--- src/rtl/add_sub_serial.sv ---
// Serial adder-subtractor: CHUNK bits per clock with a registered ripple carry.
// Optional SATURATE_EN clamps an overflowing result to the extreme value that has the sign of a.
module add_sub_serial #(
  parameter int WIDTH = 8,
  parameter int CHUNK = 2
) (
  input  logic             clk,
  input  logic             rst,
  input  logic             start,
  input  logic             mode,
  input  logic [WIDTH-1:0] a,
  input  logic [WIDTH-1:0] b,
  output logic             busy,
  output logic             done,
  output logic [WIDTH-1:0] result,
  output logic             cout,
  output logic             ovf,
  output logic             zero,
  output logic [1:0]       dbg_state
);

  localparam int N  = WIDTH / CHUNK;
  localparam int CW = (N > 1) ? $clog2(N) : 1;

  typedef enum logic [1:0] {
    S_IDLE = 2'd0,
    S_RUN  = 2'd1,
    S_DONE = 2'd2
  } state_t;

  state_t           r_state;
  state_t           w_next;
  logic [WIDTH-1:0] r_a;
  logic [WIDTH-1:0] r_bx;
  logic [WIDTH-1:0] r_work;
  logic [WIDTH-1:0] r_result;
  logic [CW-1:0]    r_count;
  logic             r_carry;
  logic             r_cout;
  logic             r_ovf;
  logic             r_zero;
  logic [CHUNK-1:0] w_a_sl;
  logic [CHUNK-1:0] w_bx_sl;
  logic [CHUNK-1:0] w_sum;
  logic             w_csl;
  logic             w_cmsb;
  logic             w_ovf;
  logic             w_last;
  logic [WIDTH-1:0] w_final;
  logic [WIDTH-1:0] w_res_out;

  assign w_a_sl  = r_a[r_count*CHUNK +: CHUNK];
  assign w_bx_sl = r_bx[r_count*CHUNK +: CHUNK];
  assign {w_csl, w_sum} = {1'b0, w_a_sl} + {1'b0, w_bx_sl} + {{CHUNK{1'b0}}, r_carry};
  // Carry into the top bit of the slice, recovered from that bit's sum and operands.
  assign w_cmsb = w_sum[CHUNK-1] ^ w_a_sl[CHUNK-1] ^ w_bx_sl[CHUNK-1];
  assign w_ovf  = w_cmsb ^ w_csl;
  assign w_last = (r_count == CW'(N - 1));

  always_comb begin
    w_final = r_work;
    w_final[r_count*CHUNK +: CHUNK] = w_sum;
  end

`ifdef SATURATE_EN
  assign w_res_out = w_ovf ? (r_a[WIDTH-1] ? {1'b1, {(WIDTH-1){1'b0}}}
                                           : {1'b0, {(WIDTH-1){1'b1}}})
                           : w_final;
`else
  assign w_res_out = w_final;
`endif

  always_ff @(posedge clk or posedge rst) begin
    if (rst) r_state <= S_IDLE;
    else     r_state <= w_next;
  end

  // Handshake: start is taken only when busy=0; busy stays high through RUN and DONE,
  // and done is a single-cycle pulse in which result and flags are already valid.
  always_comb begin
    w_next = r_state;
    busy   = 1'b0;
    done   = 1'b0;
    case (r_state)
      S_IDLE: if (start) w_next = S_RUN;
      S_RUN: begin
        busy = 1'b1;
        if (w_last) w_next = S_DONE;
      end
      S_DONE: begin
        busy   = 1'b1;
        done   = 1'b1;
        w_next = S_IDLE;
      end
      default: w_next = S_IDLE;
    endcase
  end

  always_ff @(posedge clk or posedge rst) begin
    if (rst) begin
      r_a      <= '0;
      r_bx     <= '0;
      r_work   <= '0;
      r_result <= '0;
      r_count  <= '0;
      r_carry  <= 1'b0;
      r_cout   <= 1'b0;
      r_ovf    <= 1'b0;
      r_zero   <= 1'b0;
    end else begin
      case (r_state)
        S_IDLE: begin
          if (start) begin
            r_a     <= a;
            r_bx    <= b ^ {WIDTH{mode}};
            r_carry <= mode;
            r_count <= '0;
          end
        end
        S_RUN: begin
          r_work[r_count*CHUNK +: CHUNK] <= w_sum;
          r_carry <= w_csl;
          // Visible outputs change only here, so they never show a partial sum.
          if (w_last) begin
            r_result <= w_res_out;
            r_cout   <= w_csl;
            r_ovf    <= w_ovf;
            r_zero   <= (w_res_out == '0);
          end else begin
            r_count <= r_count + 1'b1;
          end
        end
        default: ;
      endcase
    end
  end

  assign result    = r_result;
  assign cout      = r_cout;
  assign ovf       = r_ovf;
  assign zero      = r_zero;
  assign dbg_state = r_state;

endmodule
--- config.mk ---
export PLATFORM = sky130hd
export DESIGN_NAME = add_sub_serial
export DESIGN_NICKNAME = d
export VERILOG_FILES = /design/src/rtl/add_sub_serial.sv
export SDC_FILE = /design/constraint.sdc
export NUM_CORES = 1
export LEC_CHECK = 0
export BUFFER_PORTS_ARGS = -buffer_cell sky130_fd_sc_hd__buf_2
export CORE_MARGIN = 2
export CORE_UTILIZATION = 45
export DETAILED_ROUTE_END_ITERATION = 8
export GPL_ROUTABILITY_DRIVEN = 0
export MAX_ROUTING_LAYER = met4
export PLACE_DENSITY = 0.77
export REMOVE_ABC_BUFFERS = 1
export SLEW_MARGIN = 20
export SYNTH_ARGS = -nofsm -noshare
export SYNTH_HDL_FRONTEND = slang
export SYNTH_SLANG_ARGS = --single-unit
--- constraint.sdc ---
create_clock -name clk -period 3.4 [get_ports clk]
set_input_delay 0.34 -clock clk [delete_from_list [all_inputs] [get_ports clk]]
set_output_delay 0.34 -clock clk [all_outputs]
set_load 0.005 [all_outputs]
==> impl_results.md, run 1 <==
* Ys Warns at 0
* Clock sinks at 40
* Max_cap viols at 0
* Setup bufs post-CTS at 0
* Post-Route WL at between 3000 and 4000 µm
* Largest net degree at the start of global routing at 41
* Final setup viols at 0
* Worst skew pair latency at 0.29 ns
* Outcome: completed
* Multi-input gate area at around 1000 µm²
* Core Region at around 4400 µm²
* CTS clk-pin slew, worst paths at ~0.080 ns
* # diodes at 0
* CP arrival at approximately 2.9 ns
* Asr flop ratio synth at 100%
* Worst Slack Setup Final at roughly 0.7 ns
* CTS buffer count at 5
* Total chip power at 2600 µW
* CTS root buffer: clkbuf_8
* Grt ovf at 0
* Fin. max-slew vios at 0
* Post-route setup TNS at 0 ns
* Synth Area per Inst at about 10 µm²
* Post-CTS Hold Fix Bufs at 0
* Iter 0 DRT Violations at between 80 and 90
* Fill count at 400
* Kind of critical path: reg -> reg
* Die area at approximately 5000 µm²
* Die Span X at 71.7 µm
* Drt wl/cell at 13.4 µm
* First-pass GRT wire length at 6640 µm
* Post-synthesis cell area at about 2100 µm²
* Critical Path Source: r_count[0]
* Seq/Total Area, Yosys at approximately half
* Area share of the largest cell type after synthesis at roughly 48%
* Pre-CTS setup slack at 0.701 ns
* Vias at roughly 1,500
* Synth Flop Type: dfrtp_1
* Setup skew after layout at 0.00678 ns
* Pwr Density at ~1100 nW/µm²
* Final Hold Violating Endpoints at 0
* Drt pass-1 iters at 4
* Hold WS at approximately 0.16 ns
* TritonCTS clock tree: yes
* Chip Height at a little over 70 µm
* Layout net count at about 260
* Slew @ Worst Pin at between 0.7 and 0.8 ns
* Post-Synthesis Cells at ~200
* Port buffer count at 34
* CP Max Fanout at 4
* Htree depth at 2
* Worst Path Required at 3.56 ns
* FF+latch area at approximately 1000 µm²
* Rows at 24
* Final period utilization at about four fifths
* CP Launch Type: flop
* Initial antenna violation count at 0
* R2R Path Start: r_count[0]
* CTS Buffer Depth at 2
* Layout cells sized above 1 at between 20% and 30%
* Max Clock Freq at between 300 and 400 MHz
* Rel. slew slack at 51.5%
* Post-layout util at 53.7%
* Fin crit period at approximately 2.7 ns
* Yosys cell types at 31
* Overall routing resource usage at roughly 17%
* Number of global-route vias before repair at roughly 1,400
* Unrepaired setup endpoints after global routing: no
* CP endpoint kind: flop
* Hold WC Path Type: in -> async
* Synth top area cells: dfrtp_1 48%, ha_1 5.5%, o21ai_0 5.1%, mux2_2 4.4%, xnor2_1 4.2%
* Maximum VDD drop at around 540 µV
* Layout area overhead at 14.1%
* LEAKAGE at around 0.0011 µW
* DRC viols at 0
* #FFs+latches synth at 40
* ANT nets after route at 0
* Post-CTS resize count at 0
* Avg Vias per Cell at 5.20
* EDFF count, synth at 0
* DPL Wire Length at about 2800 µm
* Initial Util at 47.1%
* Largest area contributor in the netlist: dfrtp_1
* IO Count at 35
## flip-flops by register name (all words and copies together) (netlist names)
name / count
r_a: 8
r_count: 2
zero: 1
ovf: 1
dbg_state: 2
r_carry: 1
cout: 1
result: 8
r_work: 8
r_bx: 8
## cell usage in the layout, fill, tap and decap left out, drive strengths merged, types with 2 or more instances in the layout
cell    instances
ha              9
nor2           15
clkbuf          6
nand4           3
xnor2          11
mux2            8
a21oi          12
inv            11
o21ai          22
nor2b          12
buf            37
nand2          20
a41oi           4
mux4            4
dfrtp          40
fa              2
a31oi           5
## worst max-delay path, cell delays in order (launching register included)
cell     delay [ns]
dfrtp_1        0.44
mux4_2         0.55
fa_1           0.40
inv_1          0.07
fa_1           0.45
xnor2_1        0.29
xnor2_2        0.16
xnor2_1        0.13
o21ai_1        0.07
## synth_stat cells (2+ instances only)
master,number
nand2_1,20
ha_1,9
a41oi_1,4
a31oi_1,5
clkbuf_1,7
fa_1,2
inv_1,11
a21oi_1,12
nand4_1,3
nor2_1,15
mux4_2,3
buf_2,3
o21ai_0,21
dfrtp_1,40
mux2_2,8
xnor2_1,10
nor2b_1,12
## worst paths after layout
check | endpoint | slack [ns] | cells past startpoint
max in group asynchronous | r_bx[0] | 2.89 | 3
max | ovf | 0.71 | 8
min in group clk | r_a[3] | 0.28 | 2
min reg2reg | zero | 0.48 | 2
max reg2reg | ovf | 0.71 | 8
min | cout | 0.16 | 3
## layer usage
| metal | vias to the layer above | GRT usage [%] | part of all wire [%] |
|---|---|---|---|
| met5 | - | - | 0 |
| met4 | 0 | 6.08 | 0.95 |
| met3 | 4 | 4.22 | 3.8 |
| met2 | 30 | 26.6 | 49 |
| met1 | 692 | 21.8 | 47 |
| li1 | 750 | - | - |
## metrics by stage
| stage | cell area, µm² | std cells |
|---|---|---|
| 2_1_floorplan | 2020 | 188 |
| 3_3_place_gp | 2280 | 277 |
| 3_5_place_dp | 2280 | 277 |
| 4_1_cts | 2350 | 284 |
| 5_1_grt | 2350 | 284 |
| 6_report | 2350 | 284 |
## logic make-up (layout without fill, tap and decap cells)
| family | count (synthesis) | after routing | share of synthesized area (%) |
|---|---|---|---|
| buf+inv | 22 | 55 | 4.18 |
| compound gates | 50 | 50 | 14.2 |
| fa+ha+maj | 11 | 11 | 7.39 |
| simple gates | 53 | 53 | 11.8 |
| flops | 40 | 40 | 48.5 |
| xor+xnor | 11 | 11 | 5.03 |
| mux | 12 | 12 | 8.91 |
## final cells by class
cell class              instances  area share [%]
flip-flops and latches         40            42.5
well taps                      52            2.76
clock inverters                 1           0.213
inverters                      11            1.75
repair buffers                 37            8.18
multi-input cells             137            41.5
clock buffers                   6            3.08
## power breakdown
part | internal, µW | total (µW) | switching [µW]
registers | 709 | 850 | 141
logic | 679 | 1450 | 775
clock network | 140 | 295 | 156
total | 1530 | 2600 | 1070
No activity file was read; power rests on OpenSTA's default activity.
==> run 2: changes to the inputs <==
Settings changed: PLACE_DENSITY 0.77 to 0.8.
Clock period 3.4 ns to 2.2 ns, I/O delays scaled along.
==> impl_results.md, run 2 (same netlist as run 1, synthesis figures left out) <==
* Max Clock Freq at 397 MHz (+7.0%)
* # diodes at 0 (unchanged)
* Hold WS at 0.0388 ns (-0.124 ns)
* Worst Path Required at 2.38 ns (-1.18 ns)
* Initial antenna violation count at 0 (unchanged)
* Crit path top cell by count: fa_2
* R2R Path Start: r_count[0]
* Fin crit period at 2.52 ns (-0.176 ns)
* CP arrival at 2.70 ns (-0.15 ns)
* Worst-path cell chain: mux4_2 > fa_2 > inv_2 > fa_2 > buf_6 > nor2_4 > a31oi_4 > nand4_1 > o21ai_1
* CP peak stage delay at 0.53 ns (-0.02 ns)
* Max_cap viols at 0 (unchanged)
* Kind of critical path: reg -> reg
* Pwr Density at 1920 nW/µm² (+74%)
* Drt wl/cell at 13.7 µm (+2.7%)
* CP Launch Type: flop
* LEAKAGE at 0.00118 µW (+8.1%)
* CP endpoint kind: flop
* Maximum VDD drop at 970 µV (+79%)
* CTS clk-pin slew, worst paths at 0.08 ns (about the same)
* Worst R2R Path Depth at 9 (+1)
* R2r endpoint: zero
* Hold WC Path Type: in -> async
* Iter 0 DRT Violations at 85 (+2.4%)
* Core Region at 4380 µm² (unchanged)
* Clock sinks at 40 (unchanged)
* Worst skew pair latency at 0.29 ns (about the same)
* Slowest CP cell: mux4_2
* Post-Route WL at 4120 µm (+8.4%)
* Grt ovf at 0 (unchanged)
* Fin. max-slew vios at 0 (unchanged)
* Overall routing resource usage at 18.3% (+1.2 points)
* Rows at 24 (unchanged)
* DPL Wire Length at 2840 µm (+2.7%)
* Final period utilization at 114% (+35 points)
* Drt pass-1 iters at 5 (+1)
* CP Max Fanout at 3 (-1)
* Layout net count at 278 (+5.7%)
* CTS Buffer Depth at 2 (unchanged)
* First-pass GRT wire length at 7110 µm (+7.0%)
* Final setup viols at 10 (+10)
* Highest-count cells in the layout ignoring fill and taps: 39 x dfrtp_1, 34 x buf_2, 20 x nand2_1
* IO Count at 35 (unchanged)
* Commonest non-fill, non-tap cell in the layout: dfrtp_1
* Vias at 1,549 (+4.9%)
* DRC viols at 0 (unchanged)
* Avg Vias per Cell at 5.16 (-0.65%)
* Number of global-route vias before repair at 1,585 (+9.7%)
* Htree depth at 2 (unchanged)
* Post-CTS Hold Fix Bufs at 0 (unchanged)
* CTS buffer count at 5 (unchanged)
* TritonCTS clock tree: yes
* ANT nets after route at 0 (unchanged)
* Final Hold Violating Endpoints at 0 (unchanged)
* Setup skew after layout at 0.00627 ns (-0.000504 ns)
* Chip Height at 71.7 µm (unchanged)
* Layout area overhead at 25.2%
* Failing checks: setup timing
* Outcome: finished with violations
* CTS root buffer: clkbuf_8
* Initial Util at 47.1% (unchanged)
* Unrepaired setup endpoints after global routing: yes
* Reg2reg setup slack at -0.32 ns (-1.02 ns)
* Die area at 5150 µm² (unchanged)
* Port buffer count at 34 (unchanged)
* Worst Slack Setup Final at -0.316 ns (-1.02 ns)
* Layout cells sized above 1 at 35.5% (+12 points)
* Post-route setup TNS at -2.35 ns (-2.35 ns)
* Largest net degree at the start of global routing at 41 (unchanged)
* Die Span X at 71.7 µm (unchanged)
* Slew @ Worst Pin at 0.500 ns (-0.226 ns)
* Rel. slew slack at 66.6% (+15 points)
-- run 2: area by class of cell --
cell class                 instances  area [µm²]
clock buffer                       8        90.1
inverter                          11        41.3
multi-input combinational        137        1080
sequential                        40        1000
fill                             375        1800
tap                               52        65.1
timing repair buffer              52         309
-- run 2: timing repair --
action / in CTS / in global routing
hold endpoints to repair: 0 / 0
gates cloned: 0 / 0
resized for setup: 18 / 10
pin swaps: 11 / 6
setup endpoints to repair: 17 / 18
buffers inserted: 1 / 0
-- run 2: layer usage --
metal	up-vias	routed length [µm]	GRT usage, %
met5	-	0	-
met1	731	1830	21.5
met3	4	166	5.20
li1	776	-	-
met4	0	35	5.66
met2	38	2090	30.5
-- run 2: power breakdown --
group	leakage (µW)	internal, µW	total (µW)	switching [µW]
logic	0.000648	1570	3170	1600
registers	0.000485	1100	1300	200
clock network	0.0000455	256	503	247
total	0.00118	2920	4970	2050
-- run 2: worst max-delay path by stage --
stage            to        from  slack (ns)  cells after the start
6_report       zero  r_count[0]       -0.32                      9
5_1_grt        zero  r_count[0]       -0.43                      9
4_1_cts         ovf  r_count[0]       -0.35                      8
3_5_place_dp    ovf  r_count[0]       -0.50                      8
3_3_place_gp    ovf  r_count[0]       -0.35                      8
2_1_floorplan   ovf  r_count[0]       -0.61                      8
-- run 2: critical path: cells and delay by family, from the launching register on --
family / cells / cell delay, ns
AO/OA/AOI/OAI: 2 / 0.18
flip-flops: 1 / 0.41
AND/OR/NAND/NOR: 2 / 0.26
buffers and inverters: 2 / 0.21
multiplexers: 1 / 0.53
adder cells (fa/ha/maj): 2 / 0.84
-- run 2: stage by stage --
stage | instances | instance area (µm²) | util, % | setup slack [ns] | total power [µW]
finish | 300 | 2580 | 58.9 | -0.316 | 4970
global route | 300 | 2580 | 58.9 | -0.428 | 5380
CTS | 300 | 2550 | 58.2 | -0.349 | 4830
detailed placement | 291 | 2380 | 54.3 | -0.495 | 3920
global placement | 291 | 2380 | 54.3 | -0.354 | 3800
floorplan | 188 | 2020 | - | -0.610 | 3020
